### src/rtl/shift_sequencer_if.sv
// Request/result handshake plus the barrel-shifter drive/return lines for shift_sequencer.
// Vectors use index 0 as MSB to match the shifter's port ordering.
interface shift_sequencer_if #(
    parameter int DW    = 8,
    parameter int AMT_W = 3
);
    logic             in_valid;
    logic             in_ready;
    logic [0:DW-1]    in_data;
    logic             in_dir;
    logic [0:AMT_W-1] in_amt;
    logic [0:DW-1]    sh_Ip;
    logic [0:4]       sh_mag;
    logic [0:DW-1]    sh_Op;
    logic             out_valid;
    logic             out_ready;
    logic [0:DW-1]    out_data;
    logic             busy;

    modport slave (
        input  in_valid, in_data, in_dir, in_amt, sh_Op, out_ready,
        output in_ready, sh_Ip, sh_mag, out_valid, out_data, busy
    );

    modport master (
        output in_valid, in_data, in_dir, in_amt, sh_Op, out_ready,
        input  in_ready, sh_Ip, sh_mag, out_valid, out_data, busy
    );
endinterface

### src/rtl/shift_sequencer.sv
// Splits a 0..2^AMT_W-1 position shift into passes of at most MAX_STEP through an
// external 8-bit barrel shifter, feeding its output back until the request is done.
module shift_sequencer #(
    parameter int DW       = 8,
    parameter int AMT_W    = 3,
    parameter int MAX_STEP = 2
) (
    input  logic              clk,
    input  logic              reset,
    shift_sequencer_if.slave  bus
);
    typedef enum logic [1:0] {IDLE, STEP, DONE} state_t;

    localparam logic [0:4] MAG_NONE = 5'b00100;

    state_t           state;
    logic [0:DW-1]    acc;
    logic [AMT_W-1:0] rem;
    logic             dir;
    logic             in_ready_q;
    logic             out_valid_q;
    logic             busy_q;

    logic [1:0]       step;
    logic [AMT_W-1:0] rem_next;

    function automatic logic [0:4] mag_code(input logic d, input logic [1:0] s);
        logic [0:4] m;
        case ({d, s})
            3'b1_10: m = 5'b10000;
            3'b1_01: m = 5'b01000;
            3'b0_01: m = 5'b00010;
            3'b0_10: m = 5'b00001;
            default: m = MAG_NONE;
        endcase
        return m;
    endfunction

    assign step     = (rem > AMT_W'(MAX_STEP)) ? 2'(MAX_STEP) : rem[1:0];
    assign rem_next = rem - AMT_W'(step);

    // The shifter only ever sees a legal one-hot code; outside STEP it is told to pass through.
    assign bus.sh_Ip     = reset ? '0 : acc;
    assign bus.sh_mag    = (reset || state != STEP) ? MAG_NONE : mag_code(dir, step);
    assign bus.out_data  = acc;
    assign bus.out_valid = out_valid_q;
    assign bus.in_ready  = in_ready_q;
    assign bus.busy      = busy_q;

    always_ff @(posedge clk) begin
        if (reset) begin
            state       <= IDLE;
            acc         <= '0;
            rem         <= '0;
            dir         <= 1'b0;
            in_ready_q  <= 1'b1;
            out_valid_q <= 1'b0;
            busy_q      <= 1'b0;
        end else begin
            case (state)
                IDLE: begin
                    if (bus.in_valid && in_ready_q) begin
                        acc        <= bus.in_data;
                        rem        <= bus.in_amt;
                        dir        <= bus.in_dir;
                        in_ready_q <= 1'b0;
                        busy_q     <= 1'b1;
                        if (bus.in_amt != '0) begin
                            state <= STEP;
                        end else begin
                            state       <= DONE;
                            out_valid_q <= 1'b1;
                        end
                    end
                end
                STEP: begin
                    acc <= bus.sh_Op;
                    rem <= rem_next;
                    if (rem_next == '0) begin
                        state       <= DONE;
                        out_valid_q <= 1'b1;
                    end
                end
                DONE: begin
                    // Result is held until the consumer takes it; no re-accept in the same cycle.
                    if (bus.out_ready) begin
                        state       <= IDLE;
                        out_valid_q <= 1'b0;
                        in_ready_q  <= 1'b1;
                        busy_q      <= 1'b0;
                    end
                end
                default: begin
                    state <= IDLE;
                end
            endcase
        end
    end
endmodule

### src/flat_wrapper.sv
// flat-port wrapper written by rule: the top's interface ports become plain ports
module shift_sequencer_flat 
#(
    parameter int DW       = 8,
    parameter int AMT_W    = 3,
    parameter int MAX_STEP = 2
)
  (clk, reset, bus_in_valid, bus_in_data, bus_in_dir, bus_in_amt, bus_sh_Op, bus_out_ready, bus_in_ready, bus_sh_Ip, bus_sh_mag, bus_out_valid, bus_out_data, bus_busy);
  shift_sequencer_if #(.DW(DW), .AMT_W(AMT_W)) bus_i ();
  input  logic clk;
  input  logic reset;
  input wire logic [$bits(bus_i.in_valid)-1:0] bus_in_valid;
  input wire logic [$bits(bus_i.in_data)-1:0] bus_in_data;
  input wire logic [$bits(bus_i.in_dir)-1:0] bus_in_dir;
  input wire logic [$bits(bus_i.in_amt)-1:0] bus_in_amt;
  input wire logic [$bits(bus_i.sh_Op)-1:0] bus_sh_Op;
  input wire logic [$bits(bus_i.out_ready)-1:0] bus_out_ready;
  output wire logic [$bits(bus_i.in_ready)-1:0] bus_in_ready;
  output wire logic [$bits(bus_i.sh_Ip)-1:0] bus_sh_Ip;
  output wire logic [$bits(bus_i.sh_mag)-1:0] bus_sh_mag;
  output wire logic [$bits(bus_i.out_valid)-1:0] bus_out_valid;
  output wire logic [$bits(bus_i.out_data)-1:0] bus_out_data;
  output wire logic [$bits(bus_i.busy)-1:0] bus_busy;
  assign bus_i.in_valid = bus_in_valid;
  assign bus_i.in_data = bus_in_data;
  assign bus_i.in_dir = bus_in_dir;
  assign bus_i.in_amt = bus_in_amt;
  assign bus_i.sh_Op = bus_sh_Op;
  assign bus_i.out_ready = bus_out_ready;
  assign bus_in_ready = bus_i.in_ready;
  assign bus_sh_Ip = bus_i.sh_Ip;
  assign bus_sh_mag = bus_i.sh_mag;
  assign bus_out_valid = bus_i.out_valid;
  assign bus_out_data = bus_i.out_data;
  assign bus_busy = bus_i.busy;
  shift_sequencer #(.DW(DW), .AMT_W(AMT_W), .MAX_STEP(MAX_STEP)) u_core (.clk(clk), .reset(reset), .bus(bus_i));
endmodule
### config.mk
export PLATFORM = sky130hd
export DESIGN_NAME = shift_sequencer_flat
export DESIGN_NICKNAME = d
export VERILOG_FILES = /design/src/rtl/shift_sequencer_if.sv /design/src/rtl/shift_sequencer.sv /design/src/flat_wrapper.sv
export SDC_FILE = /design/constraint.sdc
export NUM_CORES = 1
export LEC_CHECK = 0
export BUFFER_PORTS_ARGS = -buffer_cell sky130_fd_sc_hd__buf_4
export CAP_MARGIN = 40
export CORE_ASPECT_RATIO = 2
export CORE_UTILIZATION = 25
export CTS_BUF_LIST = sky130_fd_sc_hd__clkbuf_4 sky130_fd_sc_hd__clkbuf_8
export DETAILED_ROUTE_END_ITERATION = 8
export GPL_TIMING_DRIVEN = 0
export HOLD_SLACK_MARGIN = 0.03
export PLACE_DENSITY = 0.5
export SLEW_MARGIN = 15
export SYNTH_ARGS = -nofsm -noshare
export SYNTH_HDL_FRONTEND = slang
export SYNTH_SLANG_ARGS = --single-unit
### constraint.sdc
create_clock -name clk -period 1.3 [get_ports clk]
set_input_delay 0.065 -clock clk [delete_from_list [all_inputs] [get_ports clk]]
set_output_delay 0.065 -clock clk [all_outputs]
set_load 0.05 [all_outputs]
Word-level counts from Yosys, hierarchy flattened:

Cells that the tools add are included.

* register bits after elaboration: 17
* output and inout bits: 24

* $add $sub $neg: 1
* order comparisons: 1
* equal/unequal tests: 11
* mux-type cells: 23
* reduce and logical (&&, ||, !) cells: 13

Operators by type and width (number)
* 5-bit one-hot mux with 4 select lines: 1
* 8-bit 2-to-1 mux: 2
* 8-bit one-hot mux with 2 select lines: 1
* 2-bit 2-to-1 mux: 5
* 1-bit 2-to-1 mux: 7
* 3-bit == test, second input constant: 2
* 2-bit by 1-bit != test with 1-bit output, second input constant: 3
* 2-bit one-hot mux with 3 select lines: 1
* 3-bit one-hot mux with 2 select lines: 1
* 3-bit AND reduction: 2
* 3-bit nonzero test: 2
* 5-bit 2-to-1 mux: 1
* 5-bit AND reduction: 1
* 2-bit != test, second input constant: 2
* 1-bit one-hot mux with 2 select lines: 2
* 2-bit AND reduction: 2
* 2-bit nonzero test: 2
* 3-bit by 1-bit == test with 1-bit output, second input constant: 1
* 3-bit by 2-bit == test with 1-bit output, second input constant: 1
* 3-bit by 2-bit greater-than comparator with 1-bit output, second input constant: 1
* 3-bit zero test: 1
* 3-bit 2-to-1 mux: 1
* 1-bit one-hot mux with 3 select lines: 1
* 3-bit by 2-bit subtractor with 3-bit output: 1
* other kinds (5): 5

Depth between registers and ports, before layout:

Gate-level depths: netlist of the first run.

* depth in word-level cells: 6
* gate-level depth with buffers: 5
* gate-level depth less buffers: 3

Least setup slack after synthesis of the first run:

No wires, ideal clock.

* path type: reg2out
* start point: register u_core.state[0]
* end point: output port bus_sh_mag[0]
* arrival: 2.186 ns
* required time: 1.235 ns
* path slack: -0.951 ns
* stages on the path, launching flop included: 5
* path through: dfxtp_1 -> buf_4 -> nand2b_2 -> buf_2 -> nor4_1

* longest elaborated chain between the ends: 3

Ends and longest elaborated chain
* start, declared: RTL line shift_sequencer.sv:16 `state_t state;`
* start signal, assigned: RTL line shift_sequencer.sv:52 `state <= IDLE;`
* start signal, assigned: RTL line shift_sequencer.sv:69 `state <= STEP;`
* start signal, assigned: RTL line shift_sequencer.sv:71 `state <= DONE;`
* 2-bit by 1-bit != test with 1-bit output: RTL line shift_sequencer.sv:44 `assign bus.sh_mag = (reset || state != STEP) ? MAG_NONE : mag_code(dir, step);`
* 1-bit logical OR: RTL line shift_sequencer.sv:44
* 5-bit 2-to-1 mux: RTL line shift_sequencer.sv:44
* end, declared: RTL line flat_wrapper.sv:20 `output wire logic [$bits(bus_i.sh_mag)-1:0] bus_sh_mag;`

No other way between the ends.

Worst setup path after layout of the first run:

* start point: register u_core.state[0]
* end point: output port bus_sh_mag[2]

The elaborated chain is that of the path after synthesis.

==> reports/results.ini, run 1 <==
[run_status]
status = finished, violations left
violations = setup timing

[hold_path]
min_path_cells = 3
min_from = bus_in_dir
min_to = u_core.dir$_SDFFE_PP0P_
hp-class = input pin to register

[pwr]
cellInternalPower_mw = 1.29
power_density_nw_per_um2 = 1250
swShare_pct = 41.3
seqPwrFrac_pct = 30.5
ir_drop_uv = 479
comb_power_share_pct = 50.3
p_leak_nw = 0.720
power_frac_clock_pct = 19.2
p_sw_mw = 0.906

[critical_path]
worst-setup-path-type = register to output port
critPathSlowestCell = dfxtp_2
cpPeakStageDelay_ns = 0.34
cp_cell_sequence = buf_6, nand2b_4, buf_6, or3_4, buf_8
reg2reg_depth = 5
r2r_end = u_core.bus.out_data[3]$_SDFFE_PP0P_
crit_top_cell = buf_6
path_max_fanout = 3
startpoint_type = register
reg2reg_from = u_core.state[0]$_SDFFE_PP0P_
crit_required_ns = 1.24
rrSetupSlack_ns = -0.05
endpoint_kind = output port
arrival_ns = 1.37

[sta]
finClkSkew_ns = 0.00143
rsz0062_at_grt = true
max_freq_ghz = 0.695
setup_viol = 15
fin_crit_sh_pct = 111
hold_viol_final = 0
slew-limit-headroom_pct = 46.5
setup_slack_ns = -0.139
slew_violations = 0
tightest_slew_ns = 0.802
fin_crit_ns = 1.44

[logic_synthesis]
ys_seq_elements = 17
ys_warn_count = 0
netlist_instances = 117
syn-num-nets = 141
synth.avg_cell_area_um2 = 8.43
syn_area_um2 = 986
synth.distinct_cells = 37
ys_seq_area_share_pct = 34.5

[die]
die_h_um = 90.8
design.die.area_um2 = 4210
num_rows = 32
io_pins = 48
dieWidth_um = 46.4
core_area_um2 = 3800
start_util_pct = 25.9

[route]
route.detailed.drc = 0
vias = 1121
antenna_left = 0
first_pass_iters = 4
post_drt_wl_per_cell_um = 14.4
via_per_inst = 4.85
first_iter_violations = 21
postRouteWirelength_um = 3330

[placement]
io_buffers = 47
hpwl_um = 2300
dp_slack_ns = -0.143
routabilityCongestion = 0.751
place_area_um2 = 1470

[cells_and_area]
syn_to_final_growth_pct = 78.2
final_nets = 205
diodes = 0
layout-drive-gt1-share_pct = 65.0
fill_cells = 399
stdcell_area_um2 = 1760

[cts]
numCtsBuffers = 3
cts_tree = built
insertion_delay_ns = 0.26
htreeDepth = 1
cts_sinks = 17
cts.clk_slew.worst_paths_ns = 0.07
cts_root_buffer = clkbuf_8
cts_buffer_depth = 2

[global_route]
grt_pass1_vias = 1086
grt_max_degree = 11
gr-usage-all-layers_pct = 16.3
overflow = 0
antenna_found_initial = 0
grt_first_pass_wirelength_um = 5080

[flow_run]
cap_viol_max_count = 0

[worst max-delay path: cells and delay by family (launching register included)]
family        cells  cell delay, ns
simple gates      2            0.39
flops             1            0.34
buf+inv           3            0.38
[routing by layer]
metal | up-vias | GRT usage [%] | share of wire, %
met4 | 0 | 6.62 | 2.7
met1 | 538 | 17.8 | 36
met2 | 32 | 29.2 | 57
met5 | - | 0 | 0
met3 | 7 | 1.80 | 3.5
li1 | 544 | - | -
[stage by stage]
step / total power, mW / hold slack (ns) / utilization [%] / instances / TNS (ns)
after detailed placement: 1.58 / 0.328 / 38.6 / 215 / -0.333
after global placement: 1.57 / 0.326 / 38.6 / 215 / -0.175
after floorplan: 1.31 / 0.193 / - / 117 / -0.284
after CTS: 2.12 / 0.0400 / 43.8 / 230 / -0.755
after global routing: 2.29 / 0.0531 / 46.2 / 231 / -1.99
final: 2.20 / 0.0432 / 46.2 / 231 / -0.756
[cell type report]
| class | instances | area [um^2] | share of cell area (%) |
|---|---|---|---|
| tap | 51 | 63.8 | 3.63 |
| sequential | 17 | 350 | 19.9 |
| buffer | 9 | 77.6 | 4.42 |
| clock inverter | 1 | 5.00 | 0.285 |
| timing repair buffer | 59 | 507 | 28.8 |
| multi-input combinational | 88 | 701 | 39.9 |
| inverter | 3 | 11.3 | 0.641 |
| clock buffer | 3 | 41.3 | 2.35 |
[power groups by stage]
stage / Combinational (mW) / Sequential [mW] / Clock (mW)
2_1_floorplan: 0.457 / 0.850 / 0
3_3_place_gp: 0.901 / 0.669 / 0
3_5_place_dp: 0.908 / 0.675 / 0
4_1_cts: 1.03 / 0.669 / 0.424
5_1_grt: 1.17 / 0.684 / 0.438
6_report: 1.10 / 0.670 / 0.421
[how the worst max path moves through the flow]
stage,startpoint,end,slack (ns)
2_1_floorplan,u_core.rem[2]$_SDFFE_PP0P_,bus_sh_mag[1],-0.09
3_3_place_gp,u_core.state[0]$_SDFFE_PP0P_,bus_sh_mag[2],-0.12
3_5_place_dp,u_core.state[0]$_SDFFE_PP0P_,bus_sh_mag[2],-0.14
4_1_cts,u_core.state[0]$_SDFFE_PP0P_,bus_sh_mag[2],-0.13
5_1_grt,u_core.state[0]$_SDFFE_PP0P_,bus_sh_mag[2],-0.17
6_report,u_core.state[0]$_SDFFE_PP0P_,bus_sh_mag[2],-0.14
[registers in the layout, summed over array words and instances (netlist names)]
register / cells
u_core.bus.busy: 1
u_core.bus.out_valid: 1
u_core.rem: 3
u_core.state: 2
u_core.bus.in_ready: 1
u_core.bus.out_data: 8
u_core.dir: 1
[cells by family (layout without fill, tap and decap cells)]
| group | Yosys count | in the layout | synth area share (%) |
|---|---|---|---|
| AO/OA/AOI/OAI | 25 | 25 | 23.1 |
| buffers and inverters | 12 | 75 | 7.11 |
| flip-flops | 17 | 17 | 34.5 |
| multiplexers | 1 | 1 | 1.14 |
| AND/OR/NAND/NOR | 62 | 62 | 34.1 |
[cells in the final DEF (no fill, tap or decap), types with 2 or more instances in the layout]
master and count:
buf_4 50, dfxtp_1 11, buf_6 10, nor2_1 10
nand2_1 10, nor2b_2 8, a311oi_2 8, nand2_2 7
dfxtp_2 5, a21oi_1 4, nor2_2 3, inv_1 3
nand2b_1 3, clkbuf_8 3, buf_2 2, nor4_4 2
nor3_1 2, buf_8 2, nand3_1 2, nand3b_1 2
a21oi_2 2, nand2_4 2
[cells in the mapped netlist (all sizes together)]
master | count | area, um^2
dfxtp | 17 | 340
nand4bb | 1 | 11.3
and4bb | 1 | 16.3
or2 | 2 | 12.5
a211oi | 2 | 15.0
a2111oi | 2 | 25.0
nor2 | 14 | 52.6
and3b | 1 | 8.76
buf | 8 | 55.1
o22ai | 1 | 6.26
a22oi | 1 | 7.51
nand2b | 4 | 27.5
mux2 | 1 | 11.3
or3 | 2 | 12.5
a311oi | 9 | 116
nor3 | 2 | 10.0
a21oi | 6 | 30.0
nor4 | 2 | 12.5
o31ai | 1 | 7.51
a21boi | 1 | 7.51
nand4 | 1 | 6.26
o21bai | 1 | 7.51
nand3b | 2 | 15.0
nor3b | 1 | 7.51
nand2 | 19 | 83.8
inv | 3 | 11.3
o21ai | 1 | 5.00
nor2b | 8 | 50.1
clkbuf | 1 | 3.75
nand3 | 2 | 10.0
[timing repair]
| action | CTS | global route |
|---|---|---|
| buffers inserted | 11 | 0 |
| hold buffers | 0 | 0 |
| hold endpoints to repair | 0 | 0 |
| setup endpoints to repair | 6 | 21 |
| gates cloned | 0 | 1 |
| gates resized for setup | 19 | 17 |
| pin swaps | 5 | 8 |
Note: power is estimated with default switching activity, not from simulation.
==> inputs of run 2 (changes only) <==
Settings changed: CORE_ASPECT_RATIO 2 to 0.75.
==> reports/results.ini, run 2 (synthesis gave the netlist of run 1 again) <==
[global_route]
use_met2_pct = 23.2
globalRouteMet1Util_pct = 22.1
top_usage_layer = met2
antenna_found_initial = 0
overflow = 0
grt_pass1_vias = 1037
gr-usage-all-layers_pct = 15.4
grt_use_met3_pct = 4.85
grt_first_pass_wirelength_um = 4990
grt_max_degree = 11

[critical_path]
path_buf_inv = 3
critPathSlowestCell = dfxtp_2
worst-setup-path-type = register to output port
reg2reg_from = u_core.state[1]$_SDFFE_PP0P_
cpPeakStageDelay_ns = 0.34
crit_top_cell = buf_8
crit_family = simple AND/OR/NAND/NOR gates
crit_start = u_core.state[0]$_SDFFE_PP0P_
arrival_ns = 1.37
cp_cell_sequence = buf_6, nand2b_4, buf_8, or3_4, buf_8
reg2reg_depth = 5
crit_required_ns = 1.24
endpoint_kind = output port
startpoint_type = register
path_depth = 5
path_max_fanout = 3

[pwr]
ir_drop_uv = 513
finalPower_mw = 2.13
power_density_nw_per_um2 = 1260
p_leak_nw = 0.678

[sta]
tns_ns = -0.761
finClkSkew_ns = 0.00598
whs_ns = 0.0609
slew-limit-headroom_pct = 45.3
hold_viol_final = 0
fin_crit_ns = 1.44
setup_viol = 11
max_freq_ghz = 0.696
slew_violations = 0
fin_crit_sh_pct = 110
setup_slack_ns = -0.136
rsz0062_at_grt = true
tightest_slew_ns = 0.820

[placement]
post-place-cells = 216
hpwl_um = 2290
io_buffers = 47
routabilityCongestion = 0.721
dp_slack_ns = -0.127

[die]
num_rows = 19
start_util_pct = 26.6
die_h_um = 56.4
design.die.area_um2 = 4200
core_area_um2 = 3710
io_pins = 48
dieWidth_um = 74.5

[cts]
cts_tree = built
htreeDepth = 1
cts_hold_buf = 0
cts_root_buffer = clkbuf_8
cts.clk_slew.worst_paths_ns = 0.07
cts_sinks = 17
cts_buffer_depth = 2
numCtsBuffers = 3
insertion_delay_ns = 0.26

[cells_and_area]
register_area_um2 = 348
layout-drive-gt1-share_pct = 60.3
syn_to_final_growth_pct = 71.7
final_cell_mix = buf_4 (47), nand2_1 (13), dfxtp_1 (13), nor2_1 (11)
instances_no_fill = 226
mostFrequentLayoutCell = buf_4
diodes = 0
multi_input_area_um2 = 682
largest_reg_flops = 8
final_nets = 199
fill_cells = 392

[run_status]
status = finished, violations left
violations = setup timing

[hold_path]
min_from = bus_in_dir
min_path_cells = 3
hp-class = input pin to register

[route]
postRouteWirelength_um = 3200
route.detailed.drc = 0
first_pass_iters = 4
via_per_inst = 4.65
post_drt_wl_per_cell_um = 14.2
first_iter_violations = 16
vias = 1052
antenna_left = 0

[flow_run]
cap_viol_max_count = 0

run 2: layout make-up:
class,instances,share of cell area (%)
inverter,3,0.665
clock inverter,1,0.296
tap,52,3.84
sequential,17,20.5
multi-input combinational,88,40.3
timing repair buffer,53,26.6
buffer,9,5.32
clock buffer,3,2.44
run 2: timing repair:
action,in CTS,in global routing
pin swaps,3,2
cloned,0,1
resized for setup,18,11
endpoints found under the setup margin,6,17
buffers inserted,5,0
run 2: worst register-to-register path: stages (launching register included):
cell,delay [ns]
dfxtp_2,0.34
buf_4,0.13
and4bb_4,0.37
clkbuf_16,0.17
nand2_2,0.05
a311oi_2,0.22
run 2: layer usage:
metal | part of all wire [%] | up-vias
li1 | - | 531
met1 | 48 | 484
met2 | 45 | 37
met3 | 7.6 | 0
met4 | 0 | 0
met5 | 0 | -
run 2: final timing paths:
kind | slack, ns | endpoint
setup / recovery | -0.14 | bus_sh_mag[2]
hold / removal | 0.06 | u_core.dir$_SDFFE_PP0P_
setup reg to reg | -0.08 | u_core.bus.out_data[2]$_SDFFE_PP0P_
hold reg to reg | 0.51 | u_core.bus.out_data[5]$_SDFFE_PP0P_
run 2: through the flow:
stage	cell area [um^2]	util (%)
after floorplan	1050	-
after global placement	1470	39.6
after detailed placement	1470	39.6
after CTS	1630	43.9
after global routing	1690	45.6
final	1690	45.6
run 2: power breakdown:
part | internal, mW | switching, mW
Sequential | 0.600 | 0.0699
Combinational | 0.442 | 0.610
Clock | 0.213 | 0.196
Total | 1.25 | 0.876
